`config.mk`:
```
export PLATFORM = sky130hd
export DESIGN_NAME = mac_row_feeder
export DESIGN_NICKNAME = d
export VERILOG_FILES = /design/src/rtl/mac_row_feeder.sv
export SDC_FILE = /design/constraint.sdc
export NUM_CORES = 1
export LEC_CHECK = 0
export ABC_AREA = 1
export CORE_MARGIN = 5
export CORE_UTILIZATION = 51
export CTS_CLUSTER_SIZE = 16
export DETAILED_ROUTE_END_ITERATION = 8
export GPL_TIMING_DRIVEN = 0
export PLACE_DENSITY = 0.81
export REMOVE_ABC_BUFFERS = 1
export SYNTH_ARGS = -nofsm -noshare
export SYNTH_HDL_FRONTEND = slang
export SYNTH_SLANG_ARGS = --single-unit
```
`constraint.sdc`:
```
create_clock -name clk -period 2.4 [get_ports clk]
set_input_delay 0.72 -clock clk [delete_from_list [all_inputs] [get_ports clk]]
set_output_delay 0.72 -clock clk [all_outputs]
set_load 0.005 [all_outputs]
```
`src/rtl/mac_row_feeder.sv`:
```
// -----------------------------------------------------------------------------
// mac_row_feeder
// West-edge driver for the MAC tile array. One start pulse runs a full
// sequence: kernel load (col vectors, inst 01), one idle gap cycle, execute
// (exec_len vectors, inst 10), then a drain so the last lane can finish.
//
// Optional feature macro: ROW_SKEW_EN
//   defined   : lane r is delayed by r extra register stages (data + inst
//               travel together); DRAIN lasts row cycles.
//   undefined : all lanes driven aligned, no skew registers; DRAIN lasts 1.
//
// Ports
//   clk       clock
//   reset     synchronous, active-high reset
//   start     1-cycle pulse, begins a sequence when idle
//   exec_len  execute vector count, latched on the accepted start
//   in_data   L0 vector, lane r = in_data[r*bw +: bw]
//   in_valid  in_data valid
//   in_ready  feeder accepts in_data this cycle (LOAD/EXEC only)
//   out_w     to in_w of tile (r,0), lane r = out_w[r*bw +: bw]
//   inst_w    to inst_w of tile (r,0); [r*2+1]=execute, [r*2]=kernel load
//   busy      high whenever the sequencer is not idle
//   done      1-cycle pulse in the final DRAIN cycle
//
// States
//   IDLE  | waiting for start
//   LOAD  | accepting col kernel vectors, inst 01
//   GAP   | single idle cycle between load and execute
//   EXEC  | accepting exec_len vectors, inst 10
//   DRAIN | flushing the skew pipes; done on the last cycle
// -----------------------------------------------------------------------------
module mac_row_feeder #(
  parameter int bw     = 4,
  parameter int row    = 8,
  parameter int col    = 8,
  parameter int len_bw = 16
) (
  input  logic                clk,
  input  logic                reset,
  input  logic                start,
  input  logic [len_bw-1:0]   exec_len,
  input  logic [row*bw-1:0]   in_data,
  input  logic                in_valid,
  output logic                in_ready,
  output logic [row*bw-1:0]   out_w,
  output logic [row*2-1:0]    inst_w,
  output logic                busy,
  output logic                done
);

`ifdef ROW_SKEW_EN
  localparam int drain_cycles = row;
`else
  localparam int drain_cycles = 1;
`endif

  localparam logic [len_bw-1:0] load_last  = len_bw'(col - 1);
  localparam logic [len_bw-1:0] drain_last = len_bw'(drain_cycles - 1);
  localparam logic [1:0]        inst_load  = 2'b01;
  localparam logic [1:0]        inst_exec  = 2'b10;

  typedef enum logic [2:0] {
    IDLE  = 3'd0,
    LOAD  = 3'd1,
    GAP   = 3'd2,
    EXEC  = 3'd3,
    DRAIN = 3'd4
  } state_t;

  state_t              state_q, state_d;
  logic [len_bw-1:0]   cnt_q, cnt_d;
  logic [len_bw-1:0]   len_q, len_d;
  logic [row*bw-1:0]   src_data_q, src_data_d;
  logic [1:0]          src_inst_q, src_inst_d;
  logic                in_ready_q, in_ready_d;
  logic                busy_q, busy_d;
  logic                done_q, done_d;
  logic                accept;

  // One counter serves all three counted phases; it is zeroed on every
  // phase change so each phase starts from 0.
  always_comb begin
    state_d    = state_q;
    cnt_d      = cnt_q;
    len_d      = len_q;
    src_data_d = src_data_q;
    src_inst_d = 2'b00;
    accept     = in_valid & in_ready_q;

    case (state_q)
      IDLE: begin
        if (start) begin
          state_d = LOAD;
          cnt_d   = '0;
          len_d   = exec_len;
        end
      end
      LOAD: begin
        if (accept) begin
          src_data_d = in_data;
          src_inst_d = inst_load;
          if (cnt_q == load_last) begin
            cnt_d   = '0;
            state_d = GAP;
          end else begin
            cnt_d = cnt_q + len_bw'(1);
          end
        end
      end
      GAP: begin
        cnt_d   = '0;
        state_d = (len_q == '0) ? DRAIN : EXEC;
      end
      EXEC: begin
        if (accept) begin
          src_data_d = in_data;
          src_inst_d = inst_exec;
          if (cnt_q == len_q - len_bw'(1)) begin
            cnt_d   = '0;
            state_d = DRAIN;
          end else begin
            cnt_d = cnt_q + len_bw'(1);
          end
        end
      end
      DRAIN: begin
        if (cnt_q == drain_last) begin
          cnt_d   = '0;
          state_d = IDLE;
        end else begin
          cnt_d = cnt_q + len_bw'(1);
        end
      end
      default: begin
        state_d = IDLE;
        cnt_d   = '0;
      end
    endcase

    // Status outputs are registered from the next state so they line up
    // with the state they describe.
    in_ready_d = (state_d == LOAD) || (state_d == EXEC);
    busy_d     = (state_d != IDLE);
    done_d     = (state_d == DRAIN) && (cnt_d == drain_last);
  end

  always_ff @(posedge clk) begin
    if (reset) begin
      state_q    <= IDLE;
      cnt_q      <= '0;
      len_q      <= '0;
      src_data_q <= '0;
      src_inst_q <= 2'b00;
      in_ready_q <= 1'b0;
      busy_q     <= 1'b0;
      done_q     <= 1'b0;
    end else begin
      state_q    <= state_d;
      cnt_q      <= cnt_d;
      len_q      <= len_d;
      src_data_q <= src_data_d;
      src_inst_q <= src_inst_d;
      in_ready_q <= in_ready_d;
      busy_q     <= busy_d;
      done_q     <= done_d;
    end
  end

  assign in_ready = in_ready_q;
  assign busy     = busy_q;
  assign done     = done_q;

`ifdef ROW_SKEW_EN
  for (genvar r = 0; r < row; r++) begin : g_lane
    if (r == 0) begin : g_direct
      assign out_w[0 +: bw]  = src_data_q[0 +: bw];
      assign inst_w[0 +: 2]  = src_inst_q;
    end else begin : g_skew
      // Stage 0 is fed from the source register, so lane r lands r cycles
      // after lane 0.
      logic [bw+1:0] pipe_q [r];
      logic [bw+1:0] pipe_d [r];

      always_comb begin
        pipe_d[0] = {src_inst_q, src_data_q[r*bw +: bw]};
        for (int i = 1; i < r; i++) begin
          pipe_d[i] = pipe_q[i-1];
        end
      end

      always_ff @(posedge clk) begin
        if (reset) begin
          for (int i = 0; i < r; i++) begin
            pipe_q[i] <= '0;
          end
        end else begin
          pipe_q <= pipe_d;
        end
      end

      assign out_w[r*bw +: bw] = pipe_q[r-1][bw-1:0];
      assign inst_w[r*2 +: 2]  = pipe_q[r-1][bw +: 2];
    end
  end
`else
  assign out_w  = src_data_q;
  assign inst_w = {row{src_inst_q}};
`endif

endmodule

```
[Word level (Yosys, flattened, before mapping)]
Index checks and enable logic that the tools add are counted.
Cells by class
  reduce and logical (&&, ||, !) cells: 10
  eq/ne operators: 9
  $add $sub $neg: 2
  bitwise gates (word level): 1
  multiplexer cells: 18
Operator list (count)
  16-bit 2-to-1 mux: 6
  16-bit case mux with 4 select lines: 1
  16-bit zero test: 3
  3-bit 2-to-1 mux: 7
  16-bit by 1-bit adder with 16-bit output (second input constant): 1
  16-bit equality test: 1
  16-bit by 3-bit equality test with 1-bit output (second input constant): 1
  16-bit by 1-bit subtractor with 16-bit output (second input constant): 1
  3-bit case mux with 5 select lines: 1
  3-bit by 2-bit equality test with 1-bit output (second input constant): 3
  3-bit by 1-bit equality test with 1-bit output (second input constant): 2
  3-bit equality test (second input constant): 2
  2-bit case mux with 2 select lines: 1
  2-bit AND reduction: 2
  3-bit zero test: 1
  3-bit nonzero test: 1
  2-bit 2-to-1 mux: 1
  2-bit OR reduction: 1
  1-bit bitwise AND: 1
  1-bit logical AND: 1
  1-bit logical OR: 1
  1-bit 2-to-1 mux: 1
Word-level totals
  bits in registers: 72
  output and inout port bits: 51

[Logic depth before layout (Yosys ltp)]
Gate-level depths: netlist of the first run.
  word-level depth: 7
  mapped depth: 20

[Least setup slack after synthesis of the first run]
Ideal clock, no wire load.
  path kind: in2reg
  start point: input port in_valid
  end point: register done_q, in the netlist done
  setup slack: 0.260 ns
  cell stages on the path: 13
  setup time: 0.064 ns
  arrival: 2.076 ns
  cell sequence: nand2_1 > inv_1 > clkbuf_1 > nand3_1 > nand3_1 > nand2_1 > a21oi_1 > nand2_1 > inv_1 > nand3_1 > nor2_1 > nand3_1 > nor2_1
Between the ends
  word-level cells in the longest chain between the ends: 5
  elaborated cells between the ends (all ways): 10
  those cells by class: eq/ne (1); mux (6); bitwise (1); reduce/logical (2)
RTL lines
  start: declaration: RTL line 43  | input logic in_valid,
  1-bit bitwise AND (*): RTL line 88  | accept = in_valid & in_ready_q;
  16-bit 2-to-1 mux, or another cell as far along: RTL line 115  | if (accept) begin
  16-bit case mux with 4 select lines or 3-bit case mux with 5 select lines (tied branches): RTL line 90  | case (state_q)
  16-bit zero test or 3-bit equality test (tied branches): RTL line 144  | done_d = (state_d == DRAIN) && (cnt_d == drain_last);
  1-bit logical AND (*): RTL line 144
  end signal: assignment: RTL line 165  | done_q <= done_d;
  end: declaration: RTL line 77  | logic done_q, done_d;
Every way passes the cells marked *; elsewhere a longest branch is shown, timed or not.
A chain may end at the register's enable or synchronous reset.

[Final worst setup path of the first run]
  start point: register len_q[1]
  end point: register done_q, in the netlist done
Between the ends
  word-level cells in the longest chain between the ends: 7
  elaborated cells between the ends (all ways): 13
  those cells by class: add/sub (1); eq/ne (2); mux (7); reduce/logical (3)
RTL lines
  start: declaration: RTL line 72  | logic [len_bw-1:0] len_q, len_d;
  start signal: assignment: RTL line 160  | len_q <= len_d;
  16-bit by 1-bit subtractor with 16-bit output: RTL line 118  | if (cnt_q == len_q - len_bw'(1)) begin
  16-bit equality test: RTL line 118
  16-bit 2-to-1 mux or 3-bit 2-to-1 mux (tied branches): RTL line 118
  16-bit 2-to-1 mux or 3-bit 2-to-1 mux (tied branches): RTL line 115
  16-bit case mux with 4 select lines or 3-bit case mux with 5 select lines (tied branches): RTL line 90
  16-bit zero test or 3-bit equality test (tied branches): RTL line 144
  1-bit logical AND (*): RTL line 144
Marks and branches as above.

==> impl_metrics.csv, run 1 <==
group,metric,value,unit
outcome,status,"complete, but fails checks",
outcome,violations,"setup timing",
cells_and_area,nNetsFinal,882,
grt,antenna_violations_before_repair,0,
cells_and_area,fillCellCount,746,
worst_setup_path,worstSetupPathType,"reg -> reg",
floorplanning,design.portCount,103,
cells_and_area,layout.cell_area.non_filler,6040,um^2
sta,timing.clock.skew,6.417,ps
min_path,hold_path_startpoint,"len_q[15]",
placement,place.gp.congestion,0.9186,
sta,rsz0062_at_grt,"yes",
grt,global_route_wire_length_before_repair,22.52,mm
grt,overflow,0,
routing,drtPass1Iterations,5,
worst_setup_path,timing.rr.start,"len_q[1]",
cells_and_area,area.growth.synth_to_final,32.17,%
sta,post-route-min-period,2461,ps
routing,initial_drc_count,347,
grt,via_count_of_the_first_global_routing_pass,4901,
clock_network,cts-htree-levels,3,
clock_network,cts_root_buffer,"sky130_fd_sc_hd__clkbuf_8",
placement,io_buffer_count,102,
sta,worst_slew_margin_rel,0.3863,
floorplanning,initial_utilization,0.5240,
sta,timing.final.setup_violations,1,
worst_setup_path,end_kind,"flop",
clock_network,cts_num_sinks,72,
power,ir_worst_vdd,376.9,uV
min_path,min_path_type,"reg -> reg",
cells_and_area,drive_above_1_share,0.1166,
worst_setup_path,critical_path_peak_fanout,7,
clock_network,tritoncts,"done",
logic_synthesis,avgSynthCellArea,6.192,um^2
power,powerDensity,507.5,nW/um^2
clock_network,cts_max_path_buffers,2,
placement,dpl.hpwl,9.639,mm
worst_setup_path,critical_path.most_common_cell,"sky130_fd_sc_hd__nor2_1",
routing,vias,5136,
power,power.static_leakage,2.744,nW
clock_network,clock_latency,350,ps
logic_synthesis,synthesis.instances,738,
placement,dpl-instance-area,5527,um^2
sta,worst-slew-pin-transition,917.2,ps
grt,globalRouteTotalUtil,0.2446,
logic_synthesis,synth-seq-cells,72,
cells_and_area,antennaDiodeCount,0,
floorplanning,die_x,104.7,um
clock_network,cts_inserted_buffers,9,
sta,period_share,1.025,
logic_synthesis,synth-seq-area-share,0.3154,
worst_setup_path,startpoint_type,"flop",
cells_and_area,mostFrequentLayoutCell,"sky130_fd_sc_hd__nand2_1",
floorplanning,die_y,104.7,um
worst_setup_path,required,2680,ps
sta,timing_hold_violations_final,0,
job,maxCapViolations,0,
worst_setup_path,timing.critical_path.slowest_cell_delay,350,ps
routing,route.detailed.drc,0,
sta,report.final.slew_viol_count,0,
floorplanning,floorplan.die_area,10950,um^2
logic_synthesis,synth-warning-count,0,
power,post-layout-total-power,3.065,mW
routing,detail_route.vias_per_cell,5.464,
grt,grt_max_degree,56,
routing,routedWlPerCell,14.98,um
worst_setup_path,arrival,2740,ps
sta,total_negative_setup_slack,-61.01,ps
floorplanning,rows,34,
logic_synthesis,netlist_area,4569,um^2
floorplanning,core_region_area,8721,um^2
clock_network,hold_buffers,0,
routing,detail-route-antenna-nets,0,
cells_and_area,most_used_cells_in_the_layout_excluding_fill_and_tap_cells,"sky130_fd_sc_hd__nand2_1, sky130_fd_sc_hd__nor2_1, sky130_fd_sc_hd__clkdlybuf4s50_1",
sta,final.setup.worst_slack,-61.01,ps
worst_setup_path,worstPathCellList,"inv_2, ha_4, nand2_2, nor2_2, nand2_1, nor2_1, nor2_1, nor2_1, nand3_1, nor2_2, nand3_4, buf_4, buf_4, o21ai_0, nand2_1, nor2_1, nand4_1, nor2_1",
logic_synthesis,ys_types,36,
routing,final_wirelength,14.08,mm
clock_network,clkTransAtPathRegs,80,ps
worst_setup_path,critical-path-slowest-cell,"sky130_fd_sc_hd__dfxtp_2",
sta,maxClockFrequency,406.3,MHz
worst_setup_path,cp-startpoint,"len_q[1]",
final timing paths:
kind / endpoint / depth (start not counted) / slack (ps)
worst max-delay path: done / 18 / -60
worst min-delay path: len_q[15] / 2 / 500
worst max register to register: done / 18 / -60
worst min register to register: len_q[15] / 2 / 500
where the power goes:
part	total (mW)	switching (mW)	internal, mW
clock	0.997	0.510	0.487
combinational	0.759	0.442	0.317
sequential	1.31	0.0648	1.24
registers in the layout, summed over array words and instances, names as in the netlist:
name,count
busy,1
cnt_q,16
len_q,16
in_ready,1
src_inst_q,2
state_q,3
out_w,32
done,1
through the flow:
stage               cells  setup slack [ps]  hold slack [ps]    util
floorplan             696            -498.4            458.8       -
global placement      906             -2226            480.4  0.6317
detailed placement    907             -1370            491.4  0.6337
CTS                   931            -71.49            503.4  0.6673
global route          940            -258.5            532.1  0.6925
finish                940            -61.01            501.4  0.6925
critical path, delay by kind of cell, from the launching register on:
kind            cells  cell delay, ps
buf+inv             3             380
flops               1             350
fa+ha+maj           1             170
simple gates       13            1380
compound gates      1             140
cell usage after synthesis:
master                     number  share of area
sky130_fd_sc_hd__xor3_1         1         0.0052
sky130_fd_sc_hd__a22oi_1        2         0.0033
sky130_fd_sc_hd__clkinv_1       1        0.00082
sky130_fd_sc_hd__a21oi_1       24          0.026
sky130_fd_sc_hd__o21ai_1        2         0.0022
sky130_fd_sc_hd__nand3_1       47          0.051
sky130_fd_sc_hd__nand2_2        4         0.0055
sky130_fd_sc_hd__buf_1          1        0.00082
sky130_fd_sc_hd__xor2_1        17          0.033
sky130_fd_sc_hd__dfxtp_1       72           0.32
sky130_fd_sc_hd__nor4_1         1         0.0014
sky130_fd_sc_hd__nor4_2         1         0.0027
sky130_fd_sc_hd__o21ai_0       72          0.079
sky130_fd_sc_hd__a31oi_1        2         0.0027
sky130_fd_sc_hd__inv_1         78          0.064
sky130_fd_sc_hd__nand2_4        4         0.0099
sky130_fd_sc_hd__xnor2_1        8          0.015
sky130_fd_sc_hd__clkbuf_1      24          0.020
sky130_fd_sc_hd__nand3b_1       1         0.0016
sky130_fd_sc_hd__buf_4         15          0.025
sky130_fd_sc_hd__nor2_1       150           0.12
sky130_fd_sc_hd__nor2_2         7         0.0096
sky130_fd_sc_hd__buf_2          2         0.0022
sky130_fd_sc_hd__nor2_8         1         0.0044
sky130_fd_sc_hd__nand3_4        1         0.0038
sky130_fd_sc_hd__ha_1           3         0.0082
sky130_fd_sc_hd__a21oi_2        3         0.0058
sky130_fd_sc_hd__or2_2          2         0.0027
sky130_fd_sc_hd__inv_2          3         0.0025
sky130_fd_sc_hd__o22ai_1        4         0.0055
sky130_fd_sc_hd__nor3_2         1         0.0022
sky130_fd_sc_hd__nand2_1      160           0.13
sky130_fd_sc_hd__or2_1          1         0.0014
sky130_fd_sc_hd__nor2_4         3         0.0074
sky130_fd_sc_hd__nand4_1       12          0.016
sky130_fd_sc_hd__nor3_1         8         0.0088
routing by layer:
layer	vias to the layer above	track usage	part of all wire	wire [um]
met2	271	0.4176	0.48	6707
met5	-	0	0	0
li1	2492	-	-	-
met1	2342	0.2846	0.39	5485
met3	31	0.08816	0.11	1562
met4	0	0.08128	0.023	323
kinds of logic (layout without fill, tap and decap cells):
family,Yosys count,after routing,synth area share
fa+ha+maj,3,3,0.008216
buf+inv,124,217,0.1147
compound gates,109,109,0.1246
flops,72,72,0.3154
simple gates,404,405,0.3839
xor+xnor,26,26,0.05312
layout make-up:
class                   count  area (um^2)  share of cell area
repair buffers            117         1146              0.1898
inverters                  82        324.1             0.05366
flip-flops and latches     72         1451              0.2403
clock inverters             6        68.82             0.01139
clock buffers              10        127.6             0.02113
well taps                 108        135.1             0.02237
repair inverters            2        15.01            0.002486
multi-input cells         543         2771              0.4589
repair_timing:
action | in CTS | in global routing
cloned | 2 | 1
setup buffers | 6 | 8
endpoints found under the setup margin | 70 | 54
pin swaps | 2 | 10
gates resized for setup | 13 | 41
Power figures use the tool's default switching activity.
==> run 2: changes to the inputs <==
--- a/config.mk
+++ b/config.mk
@@ -5,9 +5,9 @@
 export SDC_FILE = /design/constraint.sdc
 export NUM_CORES = 1
 export LEC_CHECK = 0
-export ABC_AREA = 1
+export ABC_AREA = 0
 export CORE_MARGIN = 5
-export CORE_UTILIZATION = 51
+export CORE_UTILIZATION = 49
 export CTS_CLUSTER_SIZE = 16
 export DETAILED_ROUTE_END_ITERATION = 8
 export GPL_TIMING_DRIVEN = 0
==> run 2 against run 1 <==
Effect of this change: clock skew grew 4.0 ps; the run still ends with setup timing left; critical path depth shrank 8; design area shrank 12%; fmax shrank 17%; largest cell class unchanged; clock power shrank 0.5%; utilization shrank 0.73 points; via count shrank 21%; final cell count shrank 25%; die area shrank 10%.
==> impl_metrics.csv, run 2 <==
group,metric,value,unit
worst_setup_path,required,2700,ps
logic_synthesis,number_of_synthesized_flops_with_an_enable_pin,0,
worst_setup_path,critical_path_peak_fanout,6,
logic_synthesis,netlist_top_cells_count,"sky130_fd_sc_hd__nand2_1, sky130_fd_sc_hd__dfxtp_1, sky130_fd_sc_hd__a21oi_1, sky130_fd_sc_hd__clkbuf_1, sky130_fd_sc_hd__nor2_1",
routing,final_wirelength,11.60,mm
job,maxCapViolations,0,
worst_setup_path,startpoint_type,"flop",
cells_and_area,final_util,0.6852,
logic_synthesis,post-synth-top-count-cell,"sky130_fd_sc_hd__nand2_1",
routing,routedWlPerCell,16.54,um
clock_network,cts_inserted_buffers,9,
logic_synthesis,synth_top_area_cell,"sky130_fd_sc_hd__dfxtp_1",
cells_and_area,largest_reg_flops,32,
min_path,min_path_type,"reg -> reg",
placement,place.gp.congestion,0.9885,
floorplanning,initial_utilization,0.5031,
logic_synthesis,netlist_area,3907,um^2
cells_and_area,stdcell_count,701,
sta,total_negative_setup_slack,-6063,ps
clock_network,clkTransAtPathRegs,90,ps
grt,grt_max_degree,52,
sta,report.final.slew_viol_count,0,
logic_synthesis,postSynth.asyncResetShare,0,
routing,vias,4035,
floorplanning,floorplan.die_area,9860,um^2
routing,route.detailed.drc,0,
worst_setup_path,timing.rr.start,"len_q[8]",
cells_and_area,area_used_by_multi_input_combinational_logic,2337,um^2
cells_and_area,nNetsFinal,649,
clock_network,hold_buffers,0,
floorplanning,die_y,99.30,um
clock_network,tritoncts,"done",
logic_synthesis,synthesis.instances,516,
sta,worst-slew-pin-transition,1004,ps
sta,worst_hold_slack,454.9,ps
grt,antenna_violations_before_repair,0,
sta,maxClockFrequency,338.0,MHz
floorplanning,design.portCount,103,
grt,overflow,0,
sta,final.setup.worst_slack,-558.4,ps
clock_network,cts_root_buffer,"sky130_fd_sc_hd__clkbuf_8",
outcome,status,"complete, but fails checks",
logic_synthesis,synth-warning-count,0,
routing,initial_drc_count,301,
clock_network,clock_latency,360,ps
clock_network,cts-htree-levels,3,
logic_synthesis,ys_types,62,
cells_and_area,fillCellCount,624,
placement,dpl.hpwl,7.656,mm
worst_setup_path,arrival,3250,ps
grt,via_count_of_the_first_global_routing_pass,3817,
placement,placed_cells_incl_taps,669,
cells_and_area,most_used_cells_in_the_layout_excluding_fill_and_tap_cells,"sky130_fd_sc_hd__nand2_1, sky130_fd_sc_hd__clkdlybuf4s50_1, sky130_fd_sc_hd__dfxtp_1",
power,powerDensity,510.0,nW/um^2
grt,global_route_wire_length_before_repair,18.58,mm
cells_and_area,area.growth.synth_to_final,36.22,%
logic_synthesis,ys_top_cells_by_area,"sky130_fd_sc_hd__dfxtp_1, sky130_fd_sc_hd__nand2_1, sky130_fd_sc_hd__a21oi_1",
routing,detail_route.vias_per_cell,5.756,
sta,timing.final.setup_violations,22,
cells_and_area,antennaDiodeCount,0,
grt,globalRouteTotalUtil,0.2312,
routing,drtPass1Iterations,5,
cells_and_area,drive_above_1_share,0.1402,
sta,worst_slew_margin_rel,0.3247,
placement,dp_slack,-1094,ps
worst_setup_path,cp-startpoint,"len_q[8]",
power,power.static_leakage,1.851,nW
floorplanning,core_region_area,7767,um^2
logic_synthesis,synth-seq-cells,72,
clock_network,cts_max_path_buffers,2,
floorplanning,die_x,99.30,um
floorplanning,rows,32,
min_path,hold_path_startpoint,"out_w[1]",
routing,detail-route-antenna-nets,0,
logic_synthesis,avgSynthCellArea,7.573,um^2
logic_synthesis,synthFlopType,"sky130_fd_sc_hd__dfxtp_1",
sta,period_share,1.233,
cells_and_area,sequential_cell_area,1451,um^2
outcome,violations,"setup timing",
clock_network,cts_num_sinks,72,
logic_synthesis,yosysTopAreaCellShare,0.3689,
placement,io_buffer_count,102,
sta,post-route-min-period,2958,ps
cells_and_area,mostFrequentLayoutCell,"sky130_fd_sc_hd__nand2_1",
sta,timing.clock.skew,10.41,ps
logic_synthesis,synth-seq-area-share,0.3689,
power,ir_worst_vdd,371.7,uV
sta,rsz0062_at_grt,"yes",
worst_setup_path,end_kind,"flop",
worst_setup_path,worstSetupPathType,"reg -> reg",
sta,timing_hold_violations_final,0,
run 2: path summary, 6_finish.rpt:
| check | to | slack (ps) | cells after the start |
|---|---|---|---|
| max | done | -560 | 10 |
| min | out_w[1] | 450 | 2 |
| max reg2reg | done | -560 | 10 |
| min reg2reg | out_w[1] | 450 | 2 |
run 2: cell type report:
class / count / area share
Multi-Input combinational cell: 384 / 0.4391
Clock buffer: 9 / 0.02327
Inverter: 8 / 0.005642
Timing Repair Buffer: 119 / 0.2207
Clock inverter: 7 / 0.01457
Tap cell: 102 / 0.02398
Sequential cell: 72 / 0.2727
run 2: routing by layer:
metal  part of all wire  routed length [um]  GRT usage  vias up
li1                   -                   -          -     1936
met1               0.39                4561     0.2776     1868
met2               0.50                5754     0.3884      194
met3              0.081                 938    0.06311       37
met4              0.030                 344    0.09769        0
met5                  0                   0          0        -
run 2: logic make-up after synthesis:
logic type	count (synthesis)	share of synthesized area
DFF	72	0.3689
muxes	2	0.005123
and+or+nand+nor	227	0.2786
AOI/OAI and AO/OA	127	0.2027
buffers and inverters	61	0.08133
xor gates and xnor gates	24	0.05380
adders and majority gates	3	0.009607
run 2: what timing repair did:
action                                  4_1_cts  5_1_grt
endpoints found under the setup margin       22       25
gates resized for setup                      35       14
pin swaps                                    18        3
cloned                                        1        0
endpoints found under the hold margin         0        0
setup buffers                                15        0
run 2: worst max-delay path: stages (launching register included):
cell and delay (ps):
sky130_fd_sc_hd__dfxtp_4 350, sky130_fd_sc_hd__buf_4 160, sky130_fd_sc_hd__nor4_4 300, sky130_fd_sc_hd__nand3b_1 160
sky130_fd_sc_hd__or4_4 530, sky130_fd_sc_hd__or4b_4 510, sky130_fd_sc_hd__a21oi_2 180, sky130_fd_sc_hd__a21oi_2 70
sky130_fd_sc_hd__a211oi_2 240, sky130_fd_sc_hd__o2111ai_1 210, sky130_fd_sc_hd__nor3_2 190
run 2: power breakdown:
part / leakage [nW] / total [mW] / switching [mW] / internal [mW]
sequential: 0.586 / 1.26 / 0.0398 / 1.22
clock: 0.100 / 0.992 / 0.503 / 0.489
combinational: 1.16 / 0.458 / 0.228 / 0.230
run 2: metrics by stage:
stage / area, um^2 / power, mW
after detailed placement: 4801 / 1.679
after global routing: 5323 / 2.823
after CTS: 5273 / 2.700
final: 5323 / 2.714
after global placement: 4768 / 1.662
after floorplan: 3620 / 1.488
==> run 3: changes to the inputs <==
--- a/config.mk
+++ b/config.mk
@@ -6,6 +6,7 @@
 export NUM_CORES = 1
 export LEC_CHECK = 0
 export ABC_AREA = 0
+export CAP_MARGIN = 30
 export CORE_MARGIN = 5
 export CORE_UTILIZATION = 49
 export CTS_CLUSTER_SIZE = 16
==> run 3 against run 2 <==
Effect of this change: the flow still finishes with violations (setup timing); combinational power up 5.9%; fmax down 1.3%; non-clock buffer count up 14; design area up 4.3%; final cell count up 2.0%; critical path depth down 1; critical endpoint unchanged.
==> impl_metrics.csv, run 3 (synthesized netlist as in run 2, its figures left out) <==
group,metric,value,unit
sta,total_negative_setup_slack,-8496,ps
placement,io_buffer_count,102,
clock_network,clkTransAtPathRegs,80,ps
outcome,status,"complete, but fails checks",
placement,dpl.hpwl,7.714,mm
power,powerDensity,494.1,nW/um^2
routing,initial_drc_count,264,
worst_setup_path,worstPathCellList,"nor4_1, nand4_1, o311ai_4, inv_1, a21oi_2, or2_4, o211ai_4, a211o_1, nor3_2",
worst_setup_path,required,2690,ps
cells_and_area,drive_above_1_share,0.1746,
grt,grt_max_degree,52,
outcome,violations,"setup timing",
worst_setup_path,timing.rr.start,"cnt_q[4]",
placement,place.gp.congestion,0.9885,
worst_setup_path,critical-path-slowest-cell,"sky130_fd_sc_hd__o311ai_4",
clock_network,hold_buffers,0,
floorplanning,die_x,99.30,um
placement,dp_slack,-1087,ps
floorplanning,rows,32,
sta,maxClockFrequency,333.7,MHz
worst_setup_path,cp-startpoint,"cnt_q[4]",
power,ir_worst_vdd,446.5,uV
cells_and_area,nNetsFinal,663,
routing,detail-route-antenna-nets,0,
worst_setup_path,end_kind,"flop",
routing,final_wirelength,11.87,mm
routing,detail_route.vias_per_cell,5.724,
worst_setup_path,timing.rr.end,"done",
cells_and_area,area.growth.synth_to_final,42.11,%
sta,period_share,1.249,
worst_setup_path,startpoint_type,"flop",
routing,routedWlPerCell,16.60,um
routing,vias,4093,
sta,timing.clock.skew,9.637,ps
routing,route.detailed.drc,0,
worst_setup_path,arrival,3280,ps
clock_network,clock_latency,360,ps
grt,globalRouteTotalUtil,0.2240,
floorplanning,die_y,99.30,um
sta,post-route-min-period,2996,ps
floorplanning,core_region_area,7767,um^2
clock_network,cts_num_sinks,72,
sta,timing_hold_violations_final,0,
floorplanning,floorplan.die_area,9860,um^2
worst_setup_path,endpoint,"done",
cells_and_area,largest_reg_flops,32,
cells_and_area,fillCellCount,595,
worst_setup_path,timing.critical_path.slowest_cell_delay,490,ps
sta,rsz0062_at_grt,"yes",
worst_setup_path,worstSetupPathType,"reg -> reg",
min_path,min_path_type,"reg -> reg",
clock_network,cts_max_path_buffers,2,
sta,timing.final.setup_violations,21,
clock_network,tritoncts,"done",
cells_and_area,mostFrequentLayoutCell,"sky130_fd_sc_hd__nand2_1",
clock_network,cts_inserted_buffers,9,
floorplanning,initial_utilization,0.5031,
worst_setup_path,critical_path_peak_fanout,9,
grt,global_route_wire_length_before_repair,18.29,mm
cells_and_area,most_used_cells_in_the_layout_excluding_fill_and_tap_cells,"sky130_fd_sc_hd__nand2_1, sky130_fd_sc_hd__clkdlybuf4s50_1, sky130_fd_sc_hd__dfxtp_1",
sta,worst-slew-pin-transition,1027,ps
sta,final.setup.worst_slack,-596.5,ps
clock_network,cts_root_buffer,"sky130_fd_sc_hd__clkbuf_8",
worst_setup_path,worstRegToRegCells,9,
sta,worst_slew_margin_rel,0.3093,
grt,via_count_of_the_first_global_routing_pass,3757,
sta,report.final.slew_viol_count,0,
routing,drtPass1Iterations,5,
floorplanning,design.portCount,103,
clock_network,cts-htree-levels,3,
job,maxCapViolations,0,
grt,antenna_violations_before_repair,0,
worst_setup_path,timing.reg2reg.setup_slack,-600,ps
grt,overflow,0,
cells_and_area,antennaDiodeCount,0,
power,power.static_leakage,1.961,nW
run 3: what timing repair did:
item                       4_1_cts  5_1_grt
gates cloned                     0        1
setup buffers                   13       16
setup endpoints to repair       22       22
gates resized for setup         40       32
pin swaps                       17       22
hold endpoints to repair         0        0
run 3: how the worst min path moves through the flow:
| stage | startpoint | end | cells after the start |
|---|---|---|---|
| after global placement | out_w[20] | out_w[20] | 2 |
| after global routing | out_w[20] | out_w[20] | 2 |
| after floorplan | out_w[0] | out_w[0] | 2 |
| final | out_w[10] | out_w[10] | 2 |
| after detailed placement | out_w[10] | out_w[10] | 2 |
| after CTS | out_w[20] | out_w[20] | 2 |
run 3: metrics by stage:
step / power [mW] / instances / utilization / cell area [um^2] / hold WS [ps]
after floorplan: 1.488 / 463 / - / 3620 / 446.7
after global placement: 1.662 / 667 / 0.6139 / 4768 / 441.2
after detailed placement: 1.685 / 671 / 0.6231 / 4840 / 445.3
after CTS: 2.701 / 700 / 0.6817 / 5295 / 456.9
after global routing: 2.836 / 715 / 0.7149 / 5553 / 471.2
final: 2.743 / 715 / 0.7149 / 5553 / 454.1
run 3: final cells by class:
class,count,area (um^2),share of cell area
clock buffer,9,123.9,0.02231
clock inverter,7,77.57,0.01397
inverter,8,30.03,0.005408
multi-input combinational,384,2385,0.4295
sequential,72,1454,0.2618
tap,102,127.6,0.02298
timing repair buffer,133,1355,0.2440
run 3: power breakdown:
group / internal, mW / switching [mW]
clock: 0.489 / 0.505
combinational: 0.247 / 0.238
sequential: 1.22 / 0.0402
run 3: metal layers:
metal,vias to the layer above,share of wire,track usage
met2,190,0.49,0.3822
met1,1907,0.39,0.2780
met3,32,0.088,0.05680
li1,1964,-,-
met4,0,0.026,0.06723
met5,-,0,0
run 3: worst max-delay path: cells and delay by family, from the launching register on:
family                 cells  cell delay, ps
flip-flops                 1             440
AND/OR/NAND/NOR            4            1020
AO/OA/AOI/OAI              4            1320
buffers and inverters      1             150
